--- src/rtl/diglock_access_ctrl.sv ---
// Access sequencer for the digital lock: grants timed open, timed deny, or alarm lockout after MAX_FAIL misses.
// Latency: outputs assert on the first clk edge after the req_access rise cycle; each pulse is exactly N cycles.
// Backpressure: none; requests arriving outside IDLE are dropped, and a held request never retriggers.
module diglock_access_ctrl #(
    parameter int MAX_FAIL       = 3,
    parameter int OPEN_CYCLES    = 50000000,
    parameter int DENY_CYCLES    = 25000000,
    parameter int LOCKOUT_CYCLES = 500000000,
    parameter int FCW            = 4
) (
    input  logic           clk,
    input  logic           rst,
    input  logic           req_access,
    input  logic           first_four_match,
    input  logic           last_four_match,
    output logic           lock_open,
    output logic           deny_access,
    output logic           alarm,
    output logic           busy,
    output logic [FCW-1:0] fail_count
);

    localparam int MAX_AB  = (OPEN_CYCLES > DENY_CYCLES) ? OPEN_CYCLES : DENY_CYCLES;
    localparam int MAX_CYC = (MAX_AB > LOCKOUT_CYCLES) ? MAX_AB : LOCKOUT_CYCLES;
    localparam int TW      = (MAX_CYC > 1) ? $clog2(MAX_CYC) : 1;

    localparam logic [TW-1:0]  OPEN_LOAD  = TW'(OPEN_CYCLES - 1);
    localparam logic [TW-1:0]  DENY_LOAD  = TW'(DENY_CYCLES - 1);
    localparam logic [TW-1:0]  LOCK_LOAD  = TW'(LOCKOUT_CYCLES - 1);
    localparam logic [FCW-1:0] FAIL_LAST  = FCW'(MAX_FAIL - 1);
    localparam logic [FCW-1:0] FAIL_LIMIT = FCW'(MAX_FAIL);

    typedef enum logic [1:0] {
        IDLE    = 2'd0,
        OPEN    = 2'd1,
        DENY    = 2'd2,
        LOCKOUT = 2'd3
    } state_t;

    state_t         state, state_nxt;
    logic [TW-1:0]  timer, timer_nxt;
    logic [FCW-1:0] fail_nxt;
    logic           req_q;
    logic           rise;

    assign rise = req_access & ~req_q;

    always_ff @(posedge clk or negedge rst) begin
        if (!rst) begin
            state       <= IDLE;
            timer       <= '0;
            fail_count  <= '0;
            req_q       <= 1'b0;
            lock_open   <= 1'b0;
            deny_access <= 1'b0;
            alarm       <= 1'b0;
            busy        <= 1'b0;
        end else begin
            state       <= state_nxt;
            timer       <= timer_nxt;
            fail_count  <= fail_nxt;
            req_q       <= req_access;
            // Outputs are registered copies of the decode of the state being entered.
            lock_open   <= (state_nxt == OPEN);
            deny_access <= (state_nxt == DENY) || (state_nxt == LOCKOUT);
            alarm       <= (state_nxt == LOCKOUT);
            busy        <= (state_nxt != IDLE);
        end
    end

    always_comb begin
        state_nxt = state;
        timer_nxt = timer;
        fail_nxt  = fail_count;
        case (state)
            IDLE: begin
                if (rise) begin
                    if (first_four_match && last_four_match) begin
                        state_nxt = OPEN;
                        timer_nxt = OPEN_LOAD;
                        fail_nxt  = '0;
                    end else if (fail_count == FAIL_LAST) begin
                        state_nxt = LOCKOUT;
                        timer_nxt = LOCK_LOAD;
                        fail_nxt  = FAIL_LIMIT;
                    end else begin
                        state_nxt = DENY;
                        timer_nxt = DENY_LOAD;
                        fail_nxt  = fail_count + 1'b1;
                    end
                end
            end
            OPEN, DENY, LOCKOUT: begin
                if (timer == '0) begin
                    state_nxt = IDLE;
                    if (state == LOCKOUT) begin
                        fail_nxt = '0;
                    end
                end else begin
                    timer_nxt = timer - 1'b1;
                end
            end
            default: begin
                state_nxt = IDLE;
                timer_nxt = '0;
            end
        endcase
    end

endmodule

--- config.mk ---
export PLATFORM = sky130hd
export DESIGN_NAME = diglock_access_ctrl
export DESIGN_NICKNAME = d
export VERILOG_FILES = /design/src/rtl/diglock_access_ctrl.sv
export SDC_FILE = /design/constraint.sdc
export NUM_CORES = 1
export LEC_CHECK = 0
export ABC_CLOCK_PERIOD_IN_PS = 3070
export CORE_UTILIZATION = 42
export CTS_BUF_LIST = sky130_fd_sc_hd__clkbuf_4 sky130_fd_sc_hd__clkbuf_8
export CTS_CLUSTER_SIZE = 16
export DETAILED_ROUTE_END_ITERATION = 12
export SYNTH_ARGS = -nofsm -noshare
export SYNTH_HDL_FRONTEND = slang
export SYNTH_SLANG_ARGS = --single-unit
--- constraint.sdc ---
create_clock -name clk -period 3.07 [get_ports clk]
set_input_delay 0.614 -clock clk [delete_from_list [all_inputs] [get_ports clk]]
set_output_delay 0.614 -clock clk [all_outputs]
set_load 0.01 [all_outputs]
==> impl_metrics.csv, run 1 <==
group,metric,value,unit
floorplan,ios,13,
clock_network,ctsHtreeMaxLevel,2,
timing,tightestPinTransition,907.1,ps
pwr,power_frac_seq,0.533,
pwr,internal_power,786.7,uW
routing,vias,2208,
pwr,peakVddDrop,0.0001762,V
yosys,ys.flop_type,"dfrtp_1",
pwr,p_per_area,363.3,nW/um^2
timing,rsz0062_at_grt,"no",
yosys,netlist_instances,266,
global_routing,grt_pass1_vias,2044,
clock_network,clkSinkCount,40,
placement,placed_area,2640,um^2
worst_setup_path,crit_arrival,2560,ps
worst_setup_path,crit_required,3260,ps
pwr,swShare,0.2130,
yosys,synth.cell_area,2480,um^2
clock_network,clock_latency,300,ps
yosys,synth_edf_count,0,
timing,final.setup.tns,0,ps
placement,dp_hpwl,4.332,mm
global_routing,grt_max_degree,41,
routing,wl_per_cell,18.15,um
clock_network,post_cts_resized,0,
clock_network,cts-root-buf,"clkbuf_8",
timing,slew_violations,0,
layout,area_growth_syn_to_layout,10.95,%
layout,diodes,0,
floorplan,die_h,78.84,um
timing,slew_headroom,0.3953,
floorplan,dieWidth,78.84,um
worst_setup_path,crit_fanout,14,
timing,fin_skew,11.56,ps
global_routing,grt_usage,0.2202,
pwr,p_leak,1.071,nW
placement,io_buffers,12,
outcome,status,"completed",
floorplan,core,5608,um^2
worst_setup_path,path_class,"in -> reg",
layout,drive_gt1_frac,0.1007,
yosys,ys_types,63,
clock_network,cts_hold_buf,0,
yosys,avgSynthCellArea,9.323,um^2
timing,worst_hold_slack,439.4,ps
global_routing,overflow,0,
clock_network,cts_tree,"yes",
routing,drt_iter0_markers,173,
pwr,clockPowerShare,0.443,
global_routing,grt_pass1_wl,10.58,mm
routing,totalWireLength,6.352,mm
worst_setup_path,endpoint_kind,"register",
routing,vias_per_cell,6.309,
routing,dr.pass1.iters,4,
worst_setup_path,cp-start-kind,"primary input",
clock_network,numCtsBuffers,5,
layout,finalInstanceArea,2751,um^2
timing,finalCriticalPeriod,2379,ps
floorplan,dieArea,6216,um^2
min_path,hp-class,"in -> async",
floorplan,start_util,0.4422,
floorplan,num_rows,27,
yosys,ys_seq_area_frac,0.4036,
yosys,async_flop_share,1.000,
placement,gp_congestion,0.8874,
timing,finalCritPeriodShare,0.7749,
yosys,yosys_warnings,0,
yosys,synth_seq_cells,40,
timing,setup_violations,0,
clock_network,clockBufferDepth,2,
timing,fmax,420.4,MHz
routing,remaining_drc_errors,0,
timing,hold_violations,0,
layout,fin_util,0.4906,
routing,ant_nets,0,
pwr,p_sw,212.9,uW
pwr,power_frac_comb,0.024,
yosys,syn_nets,276,
job,drv_cap,0,
layout,final_nets,287,
clock_network,path_clk_slew,80,ps
global_routing,antenna_found_initial,0,
clock_network,cts_setup_buffers,0,
[cells in the final DEF, fill, tap and decap left out, types with 5 or more instances in the layout]
master / count
inv_1: 8
ha_1: 5
a211oi_1: 5
nand2_1: 14
dfrtp_1: 40
clkdlybuf4s50_1: 11
a21o_1: 5
and4_1: 5
a21oi_1: 20
clkbuf_8: 5
nand3_1: 9
nor3_1: 16
a31oi_1: 6
nand4_1: 6
o21ai_0: 11
a311oi_1: 5
nor2_1: 25
buf_4: 5
[layout make-up]
| type | instances | area, um^2 |
|---|---|---|
| fill | 547 | 2856 |
| multi-input combinational | 205 | 1366 |
| sequential | 40 | 1001 |
| timing repair buffer | 17 | 152.6 |
| tap | 72 | 90.09 |
| clock buffer | 6 | 76.32 |
| clock inverter | 2 | 35.03 |
| inverter | 8 | 30.03 |
[cell usage after synthesis, types with 2 or more instances]
master | number | area share
nand2b_1 | 4 | 0.010
a21oi_1 | 20 | 0.040
a31oi_1 | 6 | 0.015
nor4_4 | 3 | 0.026
nor4_2 | 2 | 0.010
nand3b_1 | 2 | 0.0061
nor3_1 | 16 | 0.032
and3_1 | 3 | 0.0076
and4_1 | 5 | 0.018
a221oi_1 | 2 | 0.0071
a211oi_1 | 5 | 0.015
buf_2 | 3 | 0.0061
nand3_1 | 9 | 0.018
ha_1 | 5 | 0.025
dfrtp_1 | 40 | 0.40
xnor2_1 | 2 | 0.0071
nand2_1 | 14 | 0.021
a22oi_1 | 4 | 0.012
o21ai_0 | 11 | 0.022
o31a_1 | 2 | 0.0071
a31o_2 | 4 | 0.014
o22ai_1 | 2 | 0.0050
a211o_1 | 2 | 0.0071
buf_6 | 2 | 0.0091
nor4_1 | 4 | 0.010
inv_1 | 8 | 0.012
mux2i_1 | 3 | 0.012
nor2b_1 | 3 | 0.0076
nand4_1 | 6 | 0.015
a21o_1 | 5 | 0.015
clkbuf_1 | 6 | 0.0091
nor2_1 | 25 | 0.038
and2_1 | 4 | 0.010
a311oi_1 | 5 | 0.018
[through the flow]
| step | total power, mW | setup WS [ps] | instances |
|---|---|---|---|
| global route | 1.037 | 517.1 | 350 |
| global placement | 0.5682 | 432.2 | 342 |
| floorplan | 0.5500 | 942.7 | 266 |
| CTS | 1.011 | 699.9 | 350 |
| finish | 0.9997 | 691.1 | 350 |
| detailed placement | 0.5682 | 391.5 | 342 |
[worst max-delay path, stage by stage]
cell and delay [ps]:
clkdlybuf4s50_1 470, nand2b_1 170, and2_1 340, buf_4 240, nor2_2 380, nor2_1 80, a31o_2 260
[power by group through the flow]
stage          combinational [mW]  sequential, mW  clock, mW
3_3_place_gp               0.0254           0.543          0
2_1_floorplan             0.00794           0.542          0
3_5_place_dp               0.0254           0.543          0
4_1_cts                    0.0255           0.532      0.454
6_report                   0.0245           0.533      0.443
5_1_grt                    0.0286           0.533      0.475
[cell families after synthesis]
group	synth area share
compound gates	0.2422
xor+xnor	0.007065
mux	0.01816
flops	0.4036
buf+inv	0.04541
fa+ha+maj	0.02523
simple gates	0.2583
[worst paths after layout]
path                                           start                        end  slack [ps]  cells after the start
worst max-delay path                      req_access       timer[8]$_DFFE_PN0P_         690                      7
worst min register to register    state[0]$_DFF_PN0_             busy$_DFF_PN0_         540                      1
min in group clk                  state[0]$_DFF_PN0_             busy$_DFF_PN0_         540                      1
max in group asynchronous                        rst      timer[28]$_DFFE_PN0P_        2050                      1
worst max register to register  timer[0]$_DFFE_PN0P_  fail_count[1]$_DFFE_PN0P_         740                      7
worst min-delay path                             rst             busy$_DFF_PN0_         440                      1
[sequential cells by signal, indices dropped and copies added (netlist names)]
name / flops
alarm: 1
fail_count: 4
deny_access: 1
req_q: 1
state: 2
busy: 1
timer: 29
lock_open: 1
[metal layers]
metal,track usage,wire [um],vias up
met1,0.3020,2847,1084
met2,0.3452,2981,66
li1,-,-,1050
met3,0.03333,454,8
met4,0.09273,69,0
met5,0,0,-
No activity file was read; power rests on OpenSTA's default activity.
==> inputs of run 2 (changes only) <==
- ABC_CLOCK_PERIOD_IN_PS: 3070 -> 1970
- clock period: 3.07 -> 1.97 ns (I/O delays scaled with it)
==> run 2 against run 1 <==
Effect of this change: flip-flop and latch count did not move; the run now ends with negative setup slack left; global-route usage rose by 1.8 points; utilization is 12 points higher; routed wire length grew 16%; worst setup slack got worse by 700 ps; total power up 63%; highest routed layer unchanged.
==> impl_metrics.csv, run 2 (synthesized netlist as in run 1, its figures left out) <==
group,metric,value,unit
outcome,status,"finished with violations",
outcome,violations,"negative setup slack",
floorplan,core,5608,um^2
global_routing,grt_pass1_vias,2360,
global_routing,antenna_found_initial,0,
routing,totalWireLength,7.340,mm
clock_network,cts-root-buf,"clkbuf_8",
placement,dp.cells,404,
pwr,p_total,1.633,mW
routing,dr.pass1.iters,5,
min_path,hp-class,"in -> async",
pwr,p_per_area,477.8,nW/um^2
clock_network,clock_latency,300,ps
routing,remaining_drc_errors,0,
layout,diodes,0,
placement,placed_area,3115,um^2
worst_setup_path,crit_fanout,4,
timing,hold_violations,0,
placement,dp_hpwl,5.031,mm
layout,top_regs,"timer: 29 flops, fail_count: 4 flops, state: 2 flops",
layout,layout_commonest_cell,"buf_4",
placement,dp_slack,-140.2,ps
placement,io_buffers,12,
worst_setup_path,path_class,"reg -> reg",
clock_network,cts_hold_buf,0,
routing,drt_iter0_markers,158,
floorplan,ios,13,
timing,tightestPinTransition,539.9,ps
timing,finalCriticalPeriod,1980,ps
timing,worst_slack,-10.09,ps
floorplan,dieWidth,78.84,um
layout,instances_no_fill,419,
layout,regMostFlops,"timer",
global_routing,grt_usage,0.2384,
placement,gp_congestion,0.8904,
timing,fmax,505.0,MHz
clock_network,numCtsBuffers,5,
timing,fin_skew,5.260,ps
timing,finalCritPeriodShare,1.005,
floorplan,start_util,0.4422,
pwr,peakVddDrop,0.0003839,V
timing,slew_violations,0,
layout,area_growth_syn_to_layout,37.84,%
pwr,p_leak,1.440,nW
global_routing,grt_max_degree,41,
worst_setup_path,endpoint_kind,"register",
job,drv_cap,0,
timing,slew_headroom,0.6401,
floorplan,die_h,78.84,um
timing,rsz0062_at_grt,"yes",
routing,vias,2503,
global_routing,grt_pass1_wl,11.36,mm
clock_network,cts_tree,"yes",
layout,finalInstanceArea,3418,um^2
layout,drive_gt1_frac,0.3516,
worst_setup_path,crit_required,2150,ps
clock_network,ctsHtreeMaxLevel,2,
clock_network,path_clk_slew,80,ps
worst_setup_path,reg2reg_depth,6,
layout,largest_reg_flops,29,
worst_setup_path,cp-start-kind,"register",
routing,wl_per_cell,17.52,um
global_routing,overflow,0,
routing,ant_nets,0,
clock_network,clockBufferDepth,2,
worst_setup_path,crit_arrival,2160,ps
clock_network,clkSinkCount,40,
floorplan,dieArea,6216,um^2
timing,setup_violations,1,
layout,final_cell_mix,"72 x buf_4, 39 x dfrtp_1, 22 x nor2_1",
routing,vias_per_cell,5.974,
floorplan,num_rows,27,
layout,final_nets,356,
run 2: cell count changes in the layout (fill, tap and decap cells not counted), sizes merged:
cell	previous run	this run
buf	6	74
and3	4	5
clkbuf	6	7
clkinv	1	0
run 2: metal layers:
metal,vias up,GRT usage,part of all wire
met2,87,0.3730,0.47
li1,1187,-,-
met1,1211,0.3246,0.44
met4,0,0.09091,0.021
met5,-,0,0
met3,18,0.04828,0.067
run 2: final timing paths:
path                            slack [ps]                     to             startpoint
min in group clk                       550  timer[18]$_DFFE_PN0P_  timer[18]$_DFFE_PN0P_
worst min register to register         550  timer[18]$_DFFE_PN0P_  timer[18]$_DFFE_PN0P_
worst max register to register         -10  timer[10]$_DFFE_PN0P_  timer[13]$_DFFE_PN0P_
worst min-delay path                   150        alarm$_DFF_PN0_                    rst
worst max-delay path                   -10  timer[10]$_DFFE_PN0P_  timer[13]$_DFFE_PN0P_
max in group asynchronous             1410   timer[2]$_DFFE_PN0P_                    rst
run 2: cell type report:
cell class | instances | area, um^2
multi-input combinational | 206 | 1503
timing repair buffer | 85 | 666.9
sequential | 40 | 1002
fill | 490 | 2190
clock inverter | 1 | 30.03
tap | 72 | 90.09
clock buffer | 7 | 96.34
inverter | 8 | 30.03
run 2: metrics by stage:
stage               hold WS (ps)  setup TNS, ps  utilization
floorplan                  98.41              0            -
global placement           504.3          -1442       0.5556
detailed placement         498.2          -1389       0.5556
CTS                        180.9              0       0.5794
finish                     154.3         -10.09       0.6095
global route               193.5         -300.5       0.6095
run 2: what timing repair did:
item | CTS | global route
setup buffers | 0 | 6
resized for setup | 2 | 29
pin swaps | 0 | 13
endpoints found under the setup margin | 6 | 29
gates cloned | 0 | 1
run 2: power by group:
| group | leakage [nW] | switching, mW | internal, mW | total [mW] |
|---|---|---|---|---|
| sequential | 0.455 | 0.00397 | 0.824 | 0.828 |
| clock | 0.0645 | 0.306 | 0.448 | 0.754 |
| combinational | 0.921 | 0.0327 | 0.0184 | 0.0511 |
| total | 1.44 | 0.343 | 1.29 | 1.63 |
run 2: critical path, cell delays in order, from the launching register on:
cell and delay (ps):
dfrtp_1 420, nor4_4 360, nand4b_1 270, buf_4 220, o211ai_1 210, nor4_1 70, a311o_1 320
